**config.mk**
```make
export PLATFORM = sky130hd
export DESIGN_NAME = cntr_ud_flat
export DESIGN_NICKNAME = d
export VERILOG_FILES = /design/src/rtl/cntr_ud_if.sv /design/src/rtl/cntr_ud.sv /design/src/flat_wrapper.sv
export SDC_FILE = /design/constraint.sdc
export NUM_CORES = 1
export LEC_CHECK = 0
export CORE_ASPECT_RATIO = 0.7
export CORE_MARGIN = 2
export CORE_UTILIZATION = 45
export CTS_CLUSTER_DIAMETER = 100
export DETAILED_ROUTE_END_ITERATION = 8
export PLACE_DENSITY = 0.73
export SYNTH_ARGS = -nofsm -noshare
export SYNTH_HDL_FRONTEND = slang
export SYNTH_SLANG_ARGS = --single-unit
```
**constraint.sdc**
```tcl
create_clock -name clk -period 3.2 [get_ports clk]
set_input_delay 0.48 -clock clk [delete_from_list [all_inputs] [get_ports clk]]
set_output_delay 0.48 -clock clk [all_outputs]
set_load 0.03 [all_outputs]
```
**src/rtl/cntr_ud_if.sv**
```systemverilog
// Control/status bundle between a controller FSM and the up/down counter.
interface cntr_ud_if #(
    parameter int unsigned WIDTH = 16
);
    logic [WIDTH-1:0] din;
    logic             ld;
    logic             inc;
    logic             dec;
    logic [WIDTH-1:0] step;
    logic             clr_ovf;
    logic [WIDTH-1:0] cnt;
    logic             eqz;
    logic             atmax;
    logic             tc;
    logic             ovf;

    // Controller side: issues strobes, watches count and flags.
    modport master (
        output din, ld, inc, dec, step, clr_ovf,
        input  cnt, eqz, atmax, tc, ovf
    );

    // Counter side.
    modport slave (
        input  din, ld, inc, dec, step, clr_ovf,
        output cnt, eqz, atmax, tc, ovf
    );
endinterface

```
**src/rtl/cntr_ud.sv**
```systemverilog
// Loadable up/down counter with programmable step, wrap/saturate arithmetic,
// terminal-count pulse, sticky over/underflow flag and optional auto-reload.
module cntr_ud #(
    parameter int unsigned WIDTH       = 16,
    parameter bit          SAT         = 1'b0,
    parameter bit          AUTO_RELOAD = 1'b0
) (
    input  logic       clk,
    input  logic       rst,
    cntr_ud_if.slave   bus
);
    localparam int unsigned EW = WIDTH + 1;

    logic [WIDTH-1:0] cnt_q, cnt_d;
    logic [WIDTH-1:0] shadow_q, shadow_d;
    logic             tc_q, tc_d;
    logic             ovf_q, ovf_d;

    logic [EW-1:0]    sum_w;
    logic [EW-1:0]    diff_w;
    logic             go_up;
    logic             go_dn;
    logic             step_nz;
    logic             terminal;

    // State registers; reset clears count, shadow and both flags.
    always_ff @(posedge clk) begin
        if (rst) begin
            cnt_q    <= '0;
            shadow_q <= '0;
            tc_q     <= 1'b0;
            ovf_q    <= 1'b0;
        end else begin
            cnt_q    <= cnt_d;
            shadow_q <= shadow_d;
            tc_q     <= tc_d;
            ovf_q    <= ovf_d;
        end
    end

    // Next-state: ld beats inc/dec; inc with dec, or a zero step, holds.
    always_comb begin
        cnt_d    = cnt_q;
        shadow_d = shadow_q;
        tc_d     = 1'b0;
        ovf_d    = ovf_q & ~bus.clr_ovf;
        sum_w    = EW'(cnt_q) + EW'(bus.step);
        diff_w   = EW'(cnt_q) - EW'(bus.step);
        go_up    = bus.inc & ~bus.dec;
        go_dn    = bus.dec & ~bus.inc;
        step_nz  = |bus.step;
        terminal = 1'b0;

        if (bus.ld) begin
            cnt_d    = bus.din;
            shadow_d = bus.din;
        end else if (go_up && step_nz) begin
            cnt_d = sum_w[WIDTH-1:0];
            if (sum_w[WIDTH]) begin
                ovf_d = 1'b1;
                if (SAT) begin
                    cnt_d = '1;
                end
            end
        end else if (go_dn && step_nz) begin
            // Borrow out of the extended subtraction means cnt < step.
            terminal = (cnt_q <= bus.step);
            cnt_d    = diff_w[WIDTH-1:0];
            if (diff_w[WIDTH]) begin
                ovf_d = 1'b1;
                if (SAT) begin
                    cnt_d = '0;
                end
            end
            if (terminal) begin
                tc_d = 1'b1;
                if (AUTO_RELOAD) begin
                    cnt_d = shadow_q;
                end
            end
        end
    end

    // Registered count/flags plus the combinational compare outputs.
    assign bus.cnt   = cnt_q;
    assign bus.tc    = tc_q;
    assign bus.ovf   = ovf_q;
    assign bus.eqz   = (cnt_q == '0);
    assign bus.atmax = (cnt_q == '1);
endmodule
```
**src/flat_wrapper.sv**
```systemverilog
// flat-port wrapper written by rule: the top's interface ports become plain ports
module cntr_ud_flat 
#(
    parameter int unsigned WIDTH       = 16,
    parameter bit          SAT         = 1'b0,
    parameter bit          AUTO_RELOAD = 1'b0
)
  (clk, rst, bus_din, bus_ld, bus_inc, bus_dec, bus_step, bus_clr_ovf, bus_cnt, bus_eqz, bus_atmax, bus_tc, bus_ovf);
  cntr_ud_if #(.WIDTH(WIDTH)) bus_i ();
  input  logic clk;
  input  logic rst;
  input wire logic [$bits(bus_i.din)-1:0] bus_din;
  input wire logic [$bits(bus_i.ld)-1:0] bus_ld;
  input wire logic [$bits(bus_i.inc)-1:0] bus_inc;
  input wire logic [$bits(bus_i.dec)-1:0] bus_dec;
  input wire logic [$bits(bus_i.step)-1:0] bus_step;
  input wire logic [$bits(bus_i.clr_ovf)-1:0] bus_clr_ovf;
  output wire logic [$bits(bus_i.cnt)-1:0] bus_cnt;
  output wire logic [$bits(bus_i.eqz)-1:0] bus_eqz;
  output wire logic [$bits(bus_i.atmax)-1:0] bus_atmax;
  output wire logic [$bits(bus_i.tc)-1:0] bus_tc;
  output wire logic [$bits(bus_i.ovf)-1:0] bus_ovf;
  assign bus_i.din = bus_din;
  assign bus_i.ld = bus_ld;
  assign bus_i.inc = bus_inc;
  assign bus_i.dec = bus_dec;
  assign bus_i.step = bus_step;
  assign bus_i.clr_ovf = bus_clr_ovf;
  assign bus_cnt = bus_i.cnt;
  assign bus_eqz = bus_i.eqz;
  assign bus_atmax = bus_i.atmax;
  assign bus_tc = bus_i.tc;
  assign bus_ovf = bus_i.ovf;
  cntr_ud #(.WIDTH(WIDTH), .SAT(SAT), .AUTO_RELOAD(AUTO_RELOAD)) u_core (.clk(clk), .rst(rst), .bus(bus_i));
endmodule
```
==> run summary, run 1 <==
Finished Cell Area = 3440 um2
worst slew pin tran = 472 ps
Worst-Skew Late Latency = 250 ps
DRC viols = 0
IO buf count = 57
unrepaired setup endpoints after global routing = true
worst-path maximum fanout = 3
synthesized flop and latch total = 18
DP Area = 3370 um2
post-layout minimum cycle time = 3070 ps
most frequent cell after synthesis = inv_1
Avg Cell Area, Syn = 7.22 um2
Synth Warn # = 0
CTS tree = done
Synth Instances = 356
Hold Violations, Final = 0
mean routed wirelength per cell = 18.5 um
Data required, critical path = 3390 ps
final core occ = 64.1%
routed via count = 3067
Ports = 58
endpoints failing setup = 0
top-area cell type share of the netlist area = 15.6%
crit path DAT = 3270 ps
Main synth FF type = dfxtp_1
Detailed Routing Iterations Pass 1 = 5
Max IR drop VDD = 0.255 mV
Detail Route Antenna Nets = 0
LEAKAGE = 1.49 nW
CTS root buf = clkbuf_8
Nets = 498
Ant. Diodes = 0
Global Route met2 Usage = 41.0%
Placed Instances = 493
Fillers = 483
CTS Buffer Depth = 2
GRT Util Overall = 29.6%
Layout Cells excl Fill = 497
max-slew violations = 0
gr busiest metal = met1
Area growth, synth to finish = 33.9%
core area = 5370 um2
met1 Use GR = 47.8%
Final Cycle Share = 96.0%
largest net degree at the start of global routing = 34
Commonest cells post-synth = inv_1 (38), a21oi_1 (35), ha_1 (32)
Synth area leader = ha_1
die area = 6340 um2
worst clock skew = 6.05 ps
Clock H-tree levels = 1
Rel. slew slack = 68.3%
clk slew on worst S/H paths = 70 ps
type of origin of the critical path = input port
number of DRC markers in iteration 0 = 240
Critical Path End Type = register
total CTS buffers = 3
first-pass GRT wire length = 14.4 mm
Area contributors post-synth = ha_1 (16%), dfxtp_1 (14%), a21oi_1 (6.8%)
GR met3 Demand/Resource = 5.47%
post-synth cell types = 54
pwr/cell area = 330 nW/um2
layout cells sized above 1 = 9.65%
GRT overflow = 0
status = completed
Die Y = 67.2 um
cell area after synthesis = 2570 um2
Post-synth ARST share = 0%
Fin Hold WS = 663 ps
number of flops mapped to enable cells by yosys = 0
placer congestion estimate = 0.983
Via density = 6.17
kind of critical path = in -> reg
initial antenna violation count = 0
number of global-route vias before repair = 2696
clk sinks = 18
placement row count = 22
Synth Net Count = 428
detailed placement HPWL = 7.42 mm
Post-CTS Hold Buffers = 0
Hold WC Path Type = reg -> reg
initial core utilization = 47.9%
routed wire length = 9.18 mm
post-synthesis sequential area ratio = 14.0%
footprint of the multi-input gates = 2000 um2
Die Wd = 94.3 um
Register Area = 360 um2
max cap viols = 0
fmax = 326 MHz
registers in the layout, summed over array words and instances (netlist names):
register	cells
u_core.bus.cnt	16
u_core.bus.ovf	1
u_core.bus.tc	1
final timing paths:
kind,from,slack (ps),end,cells past startpoint
worst max-delay path,bus_step[0],130,u_core.bus.ovf,11
worst min-delay path,u_core.bus.cnt[5],660,u_core.bus.cnt[5],2
worst max register to register,u_core.bus.cnt[1],360,u_core.bus.ovf,9
worst min register to register,u_core.bus.cnt[5],660,u_core.bus.cnt[5],2
stage by stage:
step | TNS, ps | power, mW | worst slack (ps)
global route | -14.2 | 1.20 | -14.2
finish | 0 | 1.14 | 128
global placement | -396 | 0.914 | -184
detailed placement | -410 | 0.920 | -149
CTS | 0 | 1.11 | 68.3
floorplan | 0 | 0.657 | 559
layout by cell type (no fill, tap or decap), types with 4 or more instances in the layout:
cell and count:
a31oi_1 6, nand2b_1 4, nand2_1 19, inv_1 38, clkbuf_8 4, a21oi_1 35, nor2b_1 7, and3_1 6
o21ai_0 20, buf_4 27, ha_1 32, a211oi_1 15, nor4_1 9, a221oi_1 7, nor2_1 26, o21bai_1 4
xnor2_1 8, a21o_1 6, dfxtp_1 18, o211ai_1 4, nor3_1 9, or3_1 4, o21a_1 4, nand4_1 5
clkdlybuf4s50_1 57
metal layers:
layer,vias up,part of all wire (%),routed length [um]
li1,1467,-,-
met1,1440,50,4610
met2,152,39,3610
met3,8,10,915
met4,0,0.45,41
met5,-,0,0
critical path, stage by stage:
cell and delay [ps]:
clkdlybuf4s50_1 500, ha_1 200, inv_1 70, fa_1 390, o21ba_2 210, o21ai_0 260, a31oi_1 200, a311oi_2 410
o211ai_1 160, a211oi_1 250, a311o_1 150
report_power, final:
part / switching, mW / internal, mW / leakage (nW)
logic: 0.368 / 0.292 / 1.31
clock network: 0.0790 / 0.109 / 0.0288
registers: 0.0421 / 0.244 / 0.149
logic make-up (layout without fill, tap and decap cells):
kind of cell    Yosys count  in the layout  synth area share [%]
compound gates          127            127                  33.2
xor+xnor                  9              9                  3.07
fa+ha+maj                34             34                  17.1
buf+inv                  58            127                  8.91
flops                    18             18                  14.0
mux                       3              3                  1.17
simple gates            107            107                  22.5
layout make-up:
type,count,share of cell area (%)
Timing Repair Buffer,85,23.1
Sequential cell,18,10.5
Tap cell,72,2.62
Multi-Input combinational cell,280,58.1
Clock buffer,4,1.60
Inverter,38,4.15
what timing repair did:
action | CTS | global route
setup endpoints to repair | 0 | 6
gates resized for setup | 0 | 4
hold endpoints to repair | 0 | 0
setup buffers | 0 | 0
No activity file was read; power rests on OpenSTA's default activity.
==> inputs of run 2 (changes only) <==
==> constraint.sdc (replaced) <==
create_clock -name clk -period 3.1 [get_ports clk]
set_input_delay 0.465 -clock clk [delete_from_list [all_inputs] [get_ports clk]]
set_output_delay 0.465 -clock clk [all_outputs]
set_load 0.03 [all_outputs]
==> run 2 against run 1 <==
Net effect: combinational power is 7.4% higher; sequential cell count stayed put; clock power is 7% higher; clock skew is 3.5 ps lower; hold slack worse by 5.7 ps; design area is 3.7% higher; utilization is 2.4 points higher; sequential share of layout area is 0.37 points lower.
==> run summary, run 2 (synthesized netlist as in run 1, its figures left out) <==
total CTS buffers = 3
Data required, critical path = 3240 ps
placement row count = 22
max-slew violations = 0
max reg flops = 16
Detail Route Antenna Nets = 0
Critical Path End Type = register
kind of critical path = in -> reg
Fin Hold WS = 657 ps
final core occ = 66.4%
Placed Instances = 508
Rel. slew slack = 65.3%
final setup TNS = 0 ps
status = completed
fmax = 334 MHz
endpoints failing setup = 0
initial core utilization = 47.9%
Nets = 513
worst clock skew = 2.56 ps
CTS Buffer Depth = 2
DRC viols = 0
Area growth, synth to finish = 38.8%
Hold Violations, Final = 0
pwr/cell area = 338 nW/um2
Internal = 689 uW
clk slew on worst S/H paths = 70 ps
Detailed Routing Iterations Pass 1 = 5
IO buf count = 57
worst-path maximum fanout = 7
Clock H-tree levels = 1
post-layout minimum cycle time = 3000 ps
Layout Cells excl Fill = 512
Sw Pwr = 515 uW
CTS root buf = clkbuf_8
unrepaired setup endpoints after global routing = false
initial antenna violation count = 0
routed wire length = 9.28 mm
GRT Util Overall = 30.2%
crit path DAT = 3130 ps
clock power share = 16.7%
GRT overflow = 0
routed via count = 3139
number of DRC markers in iteration 0 = 262
mean routed wirelength per cell = 18.1 um
Worst-Skew Late Latency = 270 ps
Via density = 6.13
placer congestion estimate = 0.993
clk sinks = 18
most used cells in the layout excluding fill and tap cells = clkdlybuf4s50_1 (57), buf_4 (42), inv_1 (38)
detailed placement HPWL = 7.58 mm
Seq pwr share = 24.4%
max cap viols = 0
number of global-route vias before repair = 2802
largest net degree at the start of global routing = 34
Max IR drop VDD = 0.282 mV
Die Wd = 94.3 um
Post-CTS Hold Buffers = 0
first-pass GRT wire length = 14.6 mm
type of origin of the critical path = input port
Hold WC Path Type = reg -> reg
Final Cycle Share = 96.6%
Finished Cell Area = 3560 um2
worst slew pin tran = 516 ps
die area = 6340 um2
Ant. Diodes = 0
post-CTS setup buffers = 0
switching share of power = 42.8%
LEAKAGE = 1.56 nW
layout cells sized above 1 = 13.4%
Die Y = 67.2 um
combinational group share of total power = 58.9%
most common cell after layout, fill and taps aside = clkdlybuf4s50_1
CTS tree = done
core area = 5370 um2
DP Area = 3480 um2
Ports = 58
-- run 2: cell types whose count changed in the layout (fill, tap and decap cells not counted), sizes merged --
| cell | previous run | this run |
|---|---|---|
| buf | 28 | 43 |
-- run 2: area by class of cell --
cell class	count	area [um2]
Fill cell	484	1800
Multi-Input combinational cell	280	2010
Clock buffer	4	55.1
Tap cell	72	90.1
Inverter	38	143
Sequential cell	18	360
Timing Repair Buffer	100	906
-- run 2: through the flow --
| step | power (mW) | worst slack, ps |
|---|---|---|
| 6_report | 1.20 | 105 |
| 5_1_grt | 1.27 | 4.02 |
| 4_1_cts | 1.18 | 96.2 |
| 3_5_place_dp | 0.975 | -147 |
| 3_3_place_gp | 0.974 | -150 |
| 2_1_floorplan | 0.679 | 459 |
-- run 2: worst max-delay path, stage by stage --
cell,delay [ps]
clkdlybuf4s50_1,500
or4_4,580
o41a_1,610
buf_4,240
a311oi_1,200
a21oi_1,90
xnor2_1,280
o221ai_1,160
-- run 2: worst paths after layout --
kind	slack [ps]	end	depth (start not counted)	startpoint
min	660	u_core.bus.cnt[3]	2	u_core.bus.cnt[3]
max	100	u_core.bus.cnt[12]	8	bus_step[7]
max reg2reg	380	u_core.bus.cnt[12]	12	u_core.bus.cnt[0]
min reg2reg	660	u_core.bus.cnt[3]	2	u_core.bus.cnt[3]
-- run 2: repair_timing --
action                                  CTS  global route
hold endpoints to repair                  0             0
endpoints found under the setup margin    1             5
gates resized for setup                   1             6
pin swaps                                 0             1
-- run 2: power by group through the flow --
| stage | clock [mW] | combinational, mW | sequential (mW) |
|---|---|---|---|
| floorplan | 0 | 0.354 | 0.325 |
| global placement | 0 | 0.679 | 0.296 |
| detailed placement | 0 | 0.679 | 0.296 |
| CTS | 0.201 | 0.687 | 0.291 |
| global route | 0.209 | 0.764 | 0.296 |
| finish | 0.201 | 0.709 | 0.293 |
-- run 2: metal layers --
layer / track usage, % / share of wire, %
met1: 47.0 / 49
met2: 43.4 / 40
met3: 4.58 / 10
met4: 6.52 / 1.1
met5: 0 / 0
==> inputs of run 3 (changes only) <==
--- a/config.mk
+++ b/config.mk
@@ -6,11 +6,12 @@
 export NUM_CORES = 1
 export LEC_CHECK = 0
 export CORE_ASPECT_RATIO = 0.7
-export CORE_MARGIN = 2
-export CORE_UTILIZATION = 45
+export CORE_MARGIN = 3
+export CORE_UTILIZATION = 40
 export CTS_CLUSTER_DIAMETER = 100
 export DETAILED_ROUTE_END_ITERATION = 8
-export PLACE_DENSITY = 0.73
+export PLACE_DENSITY = 0.66
+export SKIP_CTS_REPAIR_TIMING = 1
 export SYNTH_ARGS = -nofsm -noshare
 export SYNTH_HDL_FRONTEND = slang
 export SYNTH_SLANG_ARGS = --single-unit
==> run 3 against run 2 <==
Net effect: critical path type unchanged; die area increased by 17%; design area increased by 1.6%; critical path depth increased by 3; largest cell class unchanged; utilization decreased by 5.6 points; sequential cell count unchanged; worst setup slack improved by 27 ps; highest routed layer unchanged; hold slack improved by 21 ps; combinational power increased by 3.4%.
==> run summary, run 3 (synthesized netlist as in run 1, its figures left out) <==
status = completed
Worst-Skew Late Latency = 260 ps
hold path cells = 3
Finished Cell Area = 3620 um2
max-slew violations = 0
worst slew pin tran = 492 ps
detailed placement HPWL = 8.23 mm
number of global-route vias before repair = 2925
placer congestion estimate = 0.953
Die Wd = 102 um
max cap viols = 0
max reg flops = 16
post-layout minimum cycle time = 2970 ps
fmax = 337 MHz
crit path DAT = 3120 ps
Data required, critical path = 3250 ps
type of origin of the critical path = input port
CTS Buffer Depth = 2
number of DRC markers in iteration 0 = 245
Critical Path Stages = 11
Cell Chain, Critical Path = clkdlybuf4s50_1 > inv_1 > ha_1 > nor2b_1 > a211o_1 > a31oi_2 > a311oi_1 > buf_4 > o211ai_1 > a211oi_2 > a311o_1
kind of critical path = in -> reg
Area growth, synth to finish = 41.1%
total CTS buffers = 3
LEAKAGE = 1.61 nW
cells on worst reg2reg path = 11
layout cells sized above 1 = 15.4%
Hold WC Path Type = reg -> reg
Critical Path End Type = register
Detail Route Antenna Nets = 0
initial core utilization = 43.1%
DRC viols = 0
die area = 7430 um2
unrepaired setup endpoints after global routing = false
Worst R2R Setup Slack = 410 ps
Critical-path top delay cell = clkdlybuf4s50_1
routed wire length = 9.88 mm
worst clock skew = 6.80 ps
Via density = 5.95
Final Cycle Share = 95.8%
Die Y = 73.0 um
initial antenna violation count = 0
critical path's top delay family = compound AO/OA/AOI/OAI gates
CTS tree = done
Hold Violations, Final = 0
clk slew on worst S/H paths = 70 ps
final core occ = 60.8%
Fillers = 543
worst-path maximum fanout = 7
placement row count = 23
Max IR drop VDD = 0.223 mV
routed via count = 3117
most used cells in the layout excluding fill and tap cells = clkdlybuf4s50_1 (57), buf_4 (53), inv_1 (38)
worst path bufs/invs = 3
first-pass GRT wire length = 15.8 mm
GRT overflow = 0
pwr/cell area = 330 nW/um2
Rel. slew slack = 66.8%
mean routed wirelength per cell = 18.9 um
Detailed Routing Iterations Pass 1 = 5
clk sinks = 18
Ant. Diodes = 0
Nets = 523
GRT Util Overall = 27.6%
endpoints failing setup = 0
core area = 5960 um2
largest net degree at the start of global routing = 34
Clock H-tree levels = 1
DP Area = 3540 um2
IO buf count = 57
most common cell after layout, fill and taps aside = clkdlybuf4s50_1
Ports = 58
CTS root buf = clkbuf_8
CP peak stage delay = 520 ps
run 3: cell count changes in the layout (fill, tap and decap cells not counted), sizes merged:
cell / before / now
buf: 43 / 53
clkbuf: 4 / 3
run 3: cell type report:
type / instances / area (um2) / share of cell area, %
Timing Repair Buffer: 110 / 968 / 26.7
Multi-Input combinational cell: 280 / 2020 / 55.7
Tap cell: 75 / 93.8 / 2.59
Sequential cell: 18 / 360 / 9.94
Inverter: 38 / 143 / 3.94
Clock buffer: 3 / 41.3 / 1.14
run 3: layer usage:
metal  wire length (um)  track usage [%]
met2               3630             35.4
met4                113             5.01
met1               4960             44.9
met5                  0                0
met3               1170             6.69
run 3: through the flow:
| stage | hold WS (ps) | setup slack (ps) | setup TNS, ps | std cells | total power, mW |
|---|---|---|---|---|---|
| 6_report | 678 | 131 | 0 | 524 | 1.19 |
| 4_1_cts | 665 | 52.1 | 0 | 524 | 1.17 |
| 3_3_place_gp | 627 | -207 | -690 | 521 | 1.00 |
| 3_5_place_dp | 645 | -172 | -709 | 521 | 1.00 |
| 2_1_floorplan | 610 | 459 | 0 | 356 | 0.679 |
| 5_1_grt | 719 | 2.51 | 0 | 524 | 1.27 |
run 3: final timing paths:
| path | endpoint | from |
|---|---|---|
| setup / recovery | u_core.bus.ovf | bus_step[6] |
| hold / removal | u_core.bus.ovf | u_core.bus.ovf |
| setup reg to reg | u_core.bus.ovf | u_core.bus.cnt[0] |
| hold reg to reg | u_core.bus.ovf | u_core.bus.ovf |
run 3: report_power, final:
group / switching (mW) / leakage (nW) / internal [mW]
registers: 0.0419 / 0.149 / 0.252
logic: 0.397 / 1.44 / 0.337
clock network: 0.0802 / 0.0216 / 0.0865
total: 0.519 / 1.61 / 0.676
run 3: worst min-delay path, cell delays in order, from the launching register on:
cell and delay [ps]:
dfxtp_1 350, nand2b_1 60, o21ai_0 140, a311o_1 100
